<file path="config.mk">
export PLATFORM = sky130hd
export DESIGN_NAME = reg_status_file
export DESIGN_NICKNAME = d
export VERILOG_FILES = /design/src/rtl/reg_status_file.sv
export SDC_FILE = /design/constraint.sdc
export NUM_CORES = 2
export LEC_CHECK = 0
export CAP_MARGIN = 30
export CORE_MARGIN = 5
export CORE_UTILIZATION = 63
export DETAILED_ROUTE_END_ITERATION = 10
export GPL_TIMING_DRIVEN = 0
export PLACE_DENSITY = 0.83
export RECOVER_POWER = 100
export SYNTH_ARGS = -nofsm -noshare
export SYNTH_HDL_FRONTEND = slang
export SYNTH_SLANG_ARGS = --single-unit
</file>
<file path="constraint.sdc">
create_clock -name clk_in -period 5.6 [get_ports clk_in]
set_input_delay 1.12 -clock clk_in [delete_from_list [all_inputs] [get_ports clk_in]]
set_output_delay 1.12 -clock clk_in [all_outputs]
set_load 0.01 [all_outputs]
</file>
<file path="src/rtl/reg_status_file.sv">
// reg_status_file: architectural register file with rename busy/tag, N read ports and branch checkpoints.
// Optional build macro REG_COMMIT_BYPASS_EN forwards same-cycle commit data to busy read ports.
module reg_status_file #(
    parameter int NUM_REGS   = 32,
    parameter int XLEN       = 32,
    parameter int ROB_BIT    = 4,
    parameter int READ_PORTS = 2,
    parameter int CKPT_DEPTH = 4,
    localparam int REG_BIT   = $clog2(NUM_REGS),
    localparam int CKPT_BIT  = $clog2(CKPT_DEPTH),
    localparam int CNT_BIT   = CKPT_BIT + 1
) (
    input  logic                          clk_in,
    input  logic                          rst_in,
    input  logic                          rdy_in,
    input  logic                          rob_clear_up,
    input  logic                          rob_commit,
    input  logic [REG_BIT-1:0]            commit_reg_id,
    input  logic [XLEN-1:0]               commit_reg_data,
    input  logic [ROB_BIT-1:0]            commit_rob_entry,
    input  logic                          issue_pollute,
    input  logic [REG_BIT-1:0]            issue_reg_id,
    input  logic [ROB_BIT-1:0]            issue_rob_entry,
    input  logic [READ_PORTS*REG_BIT-1:0] get_id,
    output logic [READ_PORTS*XLEN-1:0]    val,
    output logic [READ_PORTS-1:0]         has_dep,
    output logic [READ_PORTS*ROB_BIT-1:0] dep,
    output logic [READ_PORTS*ROB_BIT-1:0] get_rob_entry,
    input  logic [READ_PORTS-1:0]         ready,
    input  logic [READ_PORTS*XLEN-1:0]    value,
    input  logic                          ckpt_take,
    output logic [CKPT_BIT-1:0]           ckpt_id,
    input  logic                          ckpt_restore,
    input  logic [CKPT_BIT-1:0]           ckpt_restore_id,
    input  logic                          ckpt_release,
    output logic                          ckpt_full,
    output logic                          ckpt_ovf
);

    logic [XLEN-1:0]                             regs [NUM_REGS];
    logic [NUM_REGS-1:0]                         busy, busy_nx;
    logic [NUM_REGS-1:0][ROB_BIT-1:0]            tag, tag_nx;
    logic [CKPT_DEPTH-1:0][NUM_REGS-1:0]         ckpt_busy, ckpt_busy_nx;
    logic [CKPT_DEPTH-1:0][NUM_REGS-1:0][ROB_BIT-1:0] ckpt_tag, ckpt_tag_nx;
    logic [CKPT_BIT-1:0]                         head, head_nx, tail, tail_nx;
    logic [CNT_BIT-1:0]                          count, count_nx;
    logic                                        ovf_nx;
    logic [CKPT_DEPTH-1:0]                       live;
    logic                                        commit_en, issue_en, take_ok;
    logic [CKPT_BIT-1:0]                         restore_off;
    logic [REG_BIT-1:0]                          rd_id [READ_PORTS];

    assign commit_en   = rob_commit && (commit_reg_id != '0);
    assign issue_en    = issue_pollute && (issue_reg_id != '0);
    assign ckpt_full   = (count == CNT_BIT'(CKPT_DEPTH));
    assign take_ok     = ckpt_take && (!ckpt_full || ckpt_release);
    assign restore_off = ckpt_restore_id - head;
    assign ckpt_id     = tail;

    // A slot is live when its distance from head (mod depth) is below count.
    always_comb begin
        live = '0;
        for (int unsigned s = 0; s < CKPT_DEPTH; s++) begin
            live[s] = {1'b0, CKPT_BIT'(s) - head} < count;
        end
    end

    always_comb begin
        busy_nx      = busy;
        tag_nx       = tag;
        ckpt_busy_nx = ckpt_busy;
        ckpt_tag_nx  = ckpt_tag;
        head_nx      = head;
        tail_nx      = tail;
        count_nx     = count;
        ovf_nx       = ckpt_ovf;
        if (rob_clear_up) begin
            busy_nx  = '0;
            tag_nx   = '0;
            head_nx  = '0;
            tail_nx  = '0;
            count_nx = '0;
        end else begin
            if (commit_en) begin
                for (int unsigned s = 0; s < CKPT_DEPTH; s++) begin
                    if (live[s] && ckpt_tag[s][commit_reg_id] == commit_rob_entry) begin
                        ckpt_busy_nx[s][commit_reg_id] = 1'b0;
                        ckpt_tag_nx[s][commit_reg_id]  = '0;
                    end
                end
            end
            if (ckpt_restore) begin
                busy_nx = ckpt_busy[ckpt_restore_id];
                tag_nx  = ckpt_tag[ckpt_restore_id];
                if (commit_en && ckpt_tag[ckpt_restore_id][commit_reg_id] == commit_rob_entry) begin
                    busy_nx[commit_reg_id] = 1'b0;
                    tag_nx[commit_reg_id]  = '0;
                end
                tail_nx  = ckpt_restore_id + CKPT_BIT'(1);
                head_nx  = head + CKPT_BIT'(ckpt_release);
                count_nx = CNT_BIT'(restore_off) + CNT_BIT'(1) - CNT_BIT'(ckpt_release);
            end else begin
                if (commit_en && tag[commit_reg_id] == commit_rob_entry) begin
                    busy_nx[commit_reg_id] = 1'b0;
                    tag_nx[commit_reg_id]  = '0;
                end
                if (issue_en) begin
                    busy_nx[issue_reg_id] = 1'b1;
                    tag_nx[issue_reg_id]  = issue_rob_entry;
                end
                // Snapshot is written after the commit clear so the fresh copy wins on slot reuse.
                if (take_ok) begin
                    ckpt_busy_nx[tail] = busy_nx;
                    ckpt_tag_nx[tail]  = tag_nx;
                    tail_nx            = tail + CKPT_BIT'(1);
                end else if (ckpt_take) begin
                    ovf_nx = 1'b1;
                end
                head_nx  = head + CKPT_BIT'(ckpt_release);
                count_nx = count + CNT_BIT'(take_ok) - CNT_BIT'(ckpt_release);
            end
        end
    end

    always_ff @(posedge clk_in) begin
        if (rst_in) begin
            for (int unsigned r = 0; r < NUM_REGS; r++) begin
                regs[r] <= '0;
            end
            busy      <= '0;
            tag       <= '0;
            ckpt_busy <= '0;
            ckpt_tag  <= '0;
            head      <= '0;
            tail      <= '0;
            count     <= '0;
            ckpt_ovf  <= 1'b0;
        end else if (rdy_in) begin
            if (commit_en && !rob_clear_up) begin
                regs[commit_reg_id] <= commit_reg_data;
            end
            busy      <= busy_nx;
            tag       <= tag_nx;
            ckpt_busy <= ckpt_busy_nx;
            ckpt_tag  <= ckpt_tag_nx;
            head      <= head_nx;
            tail      <= tail_nx;
            count     <= count_nx;
            ckpt_ovf  <= ovf_nx;
        end
    end

    always_comb begin
        for (int unsigned p = 0; p < READ_PORTS; p++) begin
            rd_id[p] = get_id[p*REG_BIT +: REG_BIT];
        end
    end

    always_comb begin
        val     = '0;
        has_dep = '0;
        dep     = '0;
        for (int unsigned p = 0; p < READ_PORTS; p++) begin
            if (rd_id[p] != '0) begin
                if (busy[rd_id[p]]) begin
                    dep[p*ROB_BIT +: ROB_BIT] = tag[rd_id[p]];
                    has_dep[p]                = !ready[p];
                    val[p*XLEN +: XLEN]       = value[p*XLEN +: XLEN];
`ifdef REG_COMMIT_BYPASS_EN
                    if (rob_commit && tag[rd_id[p]] == commit_rob_entry) begin
                        has_dep[p]          = 1'b0;
                        val[p*XLEN +: XLEN] = commit_reg_data;
                    end
`endif
                end else begin
                    val[p*XLEN +: XLEN] = regs[rd_id[p]];
                end
            end
        end
    end

    assign get_rob_entry = dep;

endmodule

</file>
==> results of run 1 <==
==> metrics by stage <==
stage / hold WS, ns / cells / TNS, ns
after floorplan: 0.420 / 7583 / 0
after detailed placement: 0.442 / 10000 / -3193.69
after CTS: 0.456 / 10400 / -0.747
after global placement: 0.430 / 9845 / -5737.10
==> repair_timing <==
action                                  in CTS
gates cloned                                 1
pin swaps                                    1
gates resized for setup                    468
endpoints found under the setup margin    1947
hold buffers                                 0
buffers inserted                             7
==> layer usage <==
layer,overflow,track usage [%]
met5,31,66.5
met4,992,89.5
met2,1531,99.3
met3,218,81.9
met1,174,88.3
==> kinds of logic after synthesis <==
kind of cell,Yosys count,share of synthesized area [%]
AOI/OAI and AO/OA,1497,11.4
other,1,0.00381
muxes,1240,25.9
and+or+nand+nor,2085,11.2
xor gates and xnor gates,27,0.240
DFF,1832,47.6
adders and majority gates,10,0.135
buffers and inverters,860,3.48
==> metrics.md, run 1 <==
| Metric | Value |
|---|---|
| Synth Instances | `around 7600` |
| First-pass GRT wire length | `just over 1000000 um` |
| Die Width | `between 400 and 500 um` |
| Area leader, netlist | `edfxtp_1` |
| Err | `[ERROR GRT-0116] Global routing finished with congestion. Check the congestion regions in the DRC Viewer.` |
| Synth cell types | `75` |
| Rows | `about 150` |
| Count leader, synth | `mux4_2` |
| Pin count of the biggest net entering global routing | `33` |
| TritonCTS Sinks | `roughly 1800` |
| Post-synthesis sequential area ratio | `a little under half` |
| GRT Total Usage | `between 80% and 90%` |
| Ys async rst share | `0%` |
| H-tree depth | `4` |
| Inserted Clock Buffers | `186` |
| Primary FF master, synth | `edfxtp_1` |
| Post-synth top cells | `mux4_2, edfxtp_1, and3_1, dfxtp_1, clkbuf_1` |
| Overflow left after global routing | `around 2900` |
| Yosys reg bits | `around 1800` |
| RePlAce Congestion | `1.27` |
| Area contributors post-synth | `edfxtp_1, mux4_2, dfxtp_1` |
| Area post-placement | `between 0.1 and 0.15 mm^2` |
| Yosys warns | `0` |
| Initial Util | `63.2%` |
| Detailed placer's ending HPWL | `approximately 420000 um` |
| I/O pins | `~220` |
| Die height | `406 um` |
| Clock Tree Root | `clkbuf_16` |
| EDFF count, synth | `1024` |
| CTS Buffer Depth | `3` |
| Last stage | `5_1_grt` |
| Mapped cell area | `approximately 0.099 mm^2` |
| Port buffer count | `roughly 200` |
| Syn avg cell area | `roughly 13 um^2` |
| Share of the synthesized area in the top cell type | `between 30% and 40%` |
| Dpl ws | `-2.39 ns` |
| Status | `did not finish` |
| Vias in the first global route | `110000` |
==> inputs of run 2 (changes only) <==
--- a/config.mk
+++ b/config.mk
@@ -7,10 +7,10 @@
 export LEC_CHECK = 0
 export CAP_MARGIN = 30
 export CORE_MARGIN = 5
-export CORE_UTILIZATION = 63
+export CORE_UTILIZATION = 40
 export DETAILED_ROUTE_END_ITERATION = 10
 export GPL_TIMING_DRIVEN = 0
-export PLACE_DENSITY = 0.83
+export PLACE_DENSITY_LB_ADDON = 0.15
 export RECOVER_POWER = 100
 export SYNTH_ARGS = -nofsm -noshare
 export SYNTH_HDL_FRONTEND = slang
==> run 2 against run 1 <==
Against the previous run: the flow now finishes, with violations (DRC, capacitance limit, slew limit, setup timing); synthesized area did not move; synthesized cell count unchanged.
==> metrics.md, run 2 <==
| Metric | Value |
|---|---|
| Status | `finished with violations` |
| Violated checks | `DRC, capacitance limit, slew limit, setup timing` |
| Yosys reg bits | `roughly 1800` |
| Routed WL per cell | `around 53 um` |
| Pin count of the biggest net entering global routing | `33` |
| Mapped cell area | `roughly 0.099 mm^2` |
| Nature of the critical path endpoint | `flip-flop` |
| Pleak | `roughly 42 nW` |
| Syn avg cell area | `between 10 and 15 um^2` |
| Sequential Power Share | `43.0%` |
| # nets final | `roughly 8400` |
| Via count | `around 85000` |
| Tcrit/Tclk final | `106%` |
| Crit Path Category | `primary input to flip-flop` |
| Dpl ws | `-2.85 ns` |
| Overflow left after global routing | `0` |
| F_max | `about 170 MHz` |
| Final count of pins violating max slew | `49` |
| RePlAce Congestion | `~1.1` |
| First-pass GRT wire length | `around 800000 um` |
| Die Width | `between 500 and 600 um` |
| Primary FF master, synth | `edfxtp_1` |
| # setup viols final | `approximately 940` |
| CTS Buffer Depth | `3` |
| TritonCTS Sinks | `around 1800` |
| Period minus WS final | `slightly below 6 ns` |
| Final non-filler cell area | `~0.12 mm^2` |
| Area leader, netlist | `edfxtp_1` |
| Net Sw Frac | `~29%` |
| Final hold viol count | `0` |
| Net Sw Power | `between 0.009 and 0.01 W` |
| Mux share of post-synthesis cell area | `approximately 26%` |
| CP max FO | `15` |
| Post-synthesis compound-gate area fraction | `~11%` |
| Ys async rst share | `0%` |
| Commonest non-fill, non-tap cell in the layout | `mux4_2` |
| Detailed placer's ending HPWL | `a little under 500000 um` |
| CTS Hold Bufs | `0` |
| Drt via density | `~7.3` |
| Post-Synth XOR/XNOR Area | `less than 1%` |
| Layout cells sized above 1 | `about a quarter` |
| Post-synth top cells | `mux4_2, edfxtp_1, and3_1, dfxtp_1, clkbuf_1` |
| Met3 wire len | `approximately 65000 um` |
| DRC | `1` |
| Initial Util | `40.1%` |
| EDFF count, synth | `between 1000 and 1500` |
| Area contributors post-synth | `edfxtp_1, mux4_2, dfxtp_1` |
| Largest register FFs | `roughly 1000` |
| Initial DRC Count | `13400` |
| Final setup margin | `-0.314 ns` |
| Worst hold slack | `about 0.45 ns` |
| Worst Tran Pin Value | `between 2 and 2.5 ns` |
| Yosys warns | `0` |
| Core ar. | `~0.25 mm^2` |
| Inserted Clock Buffers | `roughly 210` |
| Clock Tree Root | `clkbuf_16` |
| Most frequent cells in the layout | `mux4_2, edfxtp_1, and3_1, dfxtp_1, o2bb2ai_1` |
| Max rail drop VDD | `~0.36 mV` |
| Port buffer count | `204` |
| Synth Area in Adders | `less than 1%` |
| Met2 Wirelength | `between 200000 and 300000 um` |
| Most flop-heavy register | `regs` |
| Syn-to-layout area delta | `19.8%` |
| Synth Area in Simple Gates | `between 10% and 20%` |
| Post-route ant nets | `0` |
| GRT Total Usage | `a little under half` |
| I/O pins | `approximately 220` |
| Cell internal pwr | `0.0244 W` |
| Synth Instances | `around 7600` |
| Top flop regs | `regs: 1024 flops, ckpt_tag: 512 flops` |
| Rows | `about 180` |
| Clock-pin slew on the worst setup and hold paths | `around 0.06 ns` |
| Max Used Layer | `met5` |
| Antenna violations before repair | `between 50 and 60` |
| Clk pwr share | `a little over two fifths` |
| Worst EP required | `6.36 ns` |
| FF-to-FF setup slack | `around 0.7 ns` |
| Number of max-cap violations | `3` |
| Crit path DAT | `6.68 ns` |
| Worst skew pair latency | `0.95 ns` |
| Worst Skew | `0.102 ns` |
| Count leader, synth | `mux4_2` |
| Hold Crit Class | `flip-flop to flip-flop` |
| Largest family of logic cells by synthesized area | `multiplexers` |
| Area post-placement | `0.108 mm^2` |
| Max transition margin | `-39.8%` |
| Pre-antenna DRT Iters | `11` |
| Synth cell types | `75` |
| CTS tree | `yes` |
| Share of the synthesized area in the top cell type | `between 30% and 40%` |
| Post-detailed-routing wire length | `617000 um` |
| PwrDens | `a little under 300 mW/mm^2` |
| Crit path launch type | `primary input` |
| Die area | `0.256 mm^2` |
| Post-synthesis sequential area ratio | `47.6%` |
| Overall power | `approximately 0.034 W` |
| Die height | `approximately 500 um` |
| Logic gate share of total power | `between 10% and 20%` |
| Vias in the first global route | `slightly above 80000` |
| H-tree depth | `4` |
| Metal-1 WL | `200000 um` |
==> run 2: worst max-delay path, stage by stage <==
cell             delay [ns]
clkdlybuf4s50_1        0.58
buf_4                  0.31
buf_4                  0.26
buf_8                  0.23
buf_4                  0.31
nor2b_2                0.44
buf_4                  0.35
nand2_4                0.26
clkbuf_1               0.48
buf_8                  0.31
nor2_1                 0.69
buf_6                  0.31
clkbuf_1               0.61
and3_1                 0.26
==> run 2: cell families after synthesis <==
group | after synthesis
other | 1
DFF | 1832
xor gates and xnor gates | 27
buffers and inverters | 860
muxes | 1240
and+or+nand+nor | 2085
adders and majority gates | 10
AOI/OAI and AO/OA | 1497
==> run 2: repair_timing <==
item / 4_1_cts / 5_1_grt
buffers inserted: 13 / 13
gates cloned: 4 / 0
endpoints found under the hold margin: 0 / 0
gates resized for setup: 565 / 106
endpoints found under the setup margin: 2496 / 540
pin swaps: 7 / 4
==> run 2: metrics by stage <==
| step | TNS [ns] | cells | utilization, % |
|---|---|---|---|
| finish | -102.48 | 11700 | 48.1 |
| global route | -0.210 | 11700 | 48.1 |
| CTS | -1.87 | 11600 | 47.9 |
| detailed placement | -4846.58 | 11200 | 44.2 |
| global placement | -8156.08 | 11000 | 42.7 |
| floorplan | 0 | 7583 | - |
==> run 2: power groups by stage <==
stage | logic [W] | registers [W] | clock network, W
global placement | 0.00446 | 0.0150 | 0
detailed placement | 0.00467 | 0.0151 | 0
finish | 0.00508 | 0.0148 | 0.0145
CTS | 0.00481 | 0.0148 | 0.0144
global route | 0.00497 | 0.0148 | 0.0150
floorplan | 0.00210 | 0.0150 | 0
==> run 2: routing by layer <==
layer | up-vias | global-route usage (%)
li1 | 31900 | -
met1 | 43300 | 52.2
met2 | 7393 | 70.0
met3 | 2427 | 13.3
met4 | 20 | 50.0
met5 | - | 0.241
==> run 2: cell type report <==
class                           count  area, um^2
Clock inverter                    124        1420
Tap cell                         3220        4030
Sequential cell                  1832       46900
Timing Repair Buffer              478        5830
Buffer                            825        4080
Inverter                           27         103
Clock buffer                      272        5710
Antenna cell                       48         120
Fill cell                       21900      127000
Multi-Input combinational cell   4893       49900
==> run 2: path summary, 6_finish.rpt <==
check,start,end,depth (start not counted)
worst max-delay path,commit_reg_id[1],regs[13][14],14
worst min-delay path,ckpt_busy[5],ckpt_busy[5],2
worst max register to register,count[2],ckpt_busy[13],10
worst min register to register,ckpt_busy[5],ckpt_busy[5],2
Power figures use the tool's default switching activity.
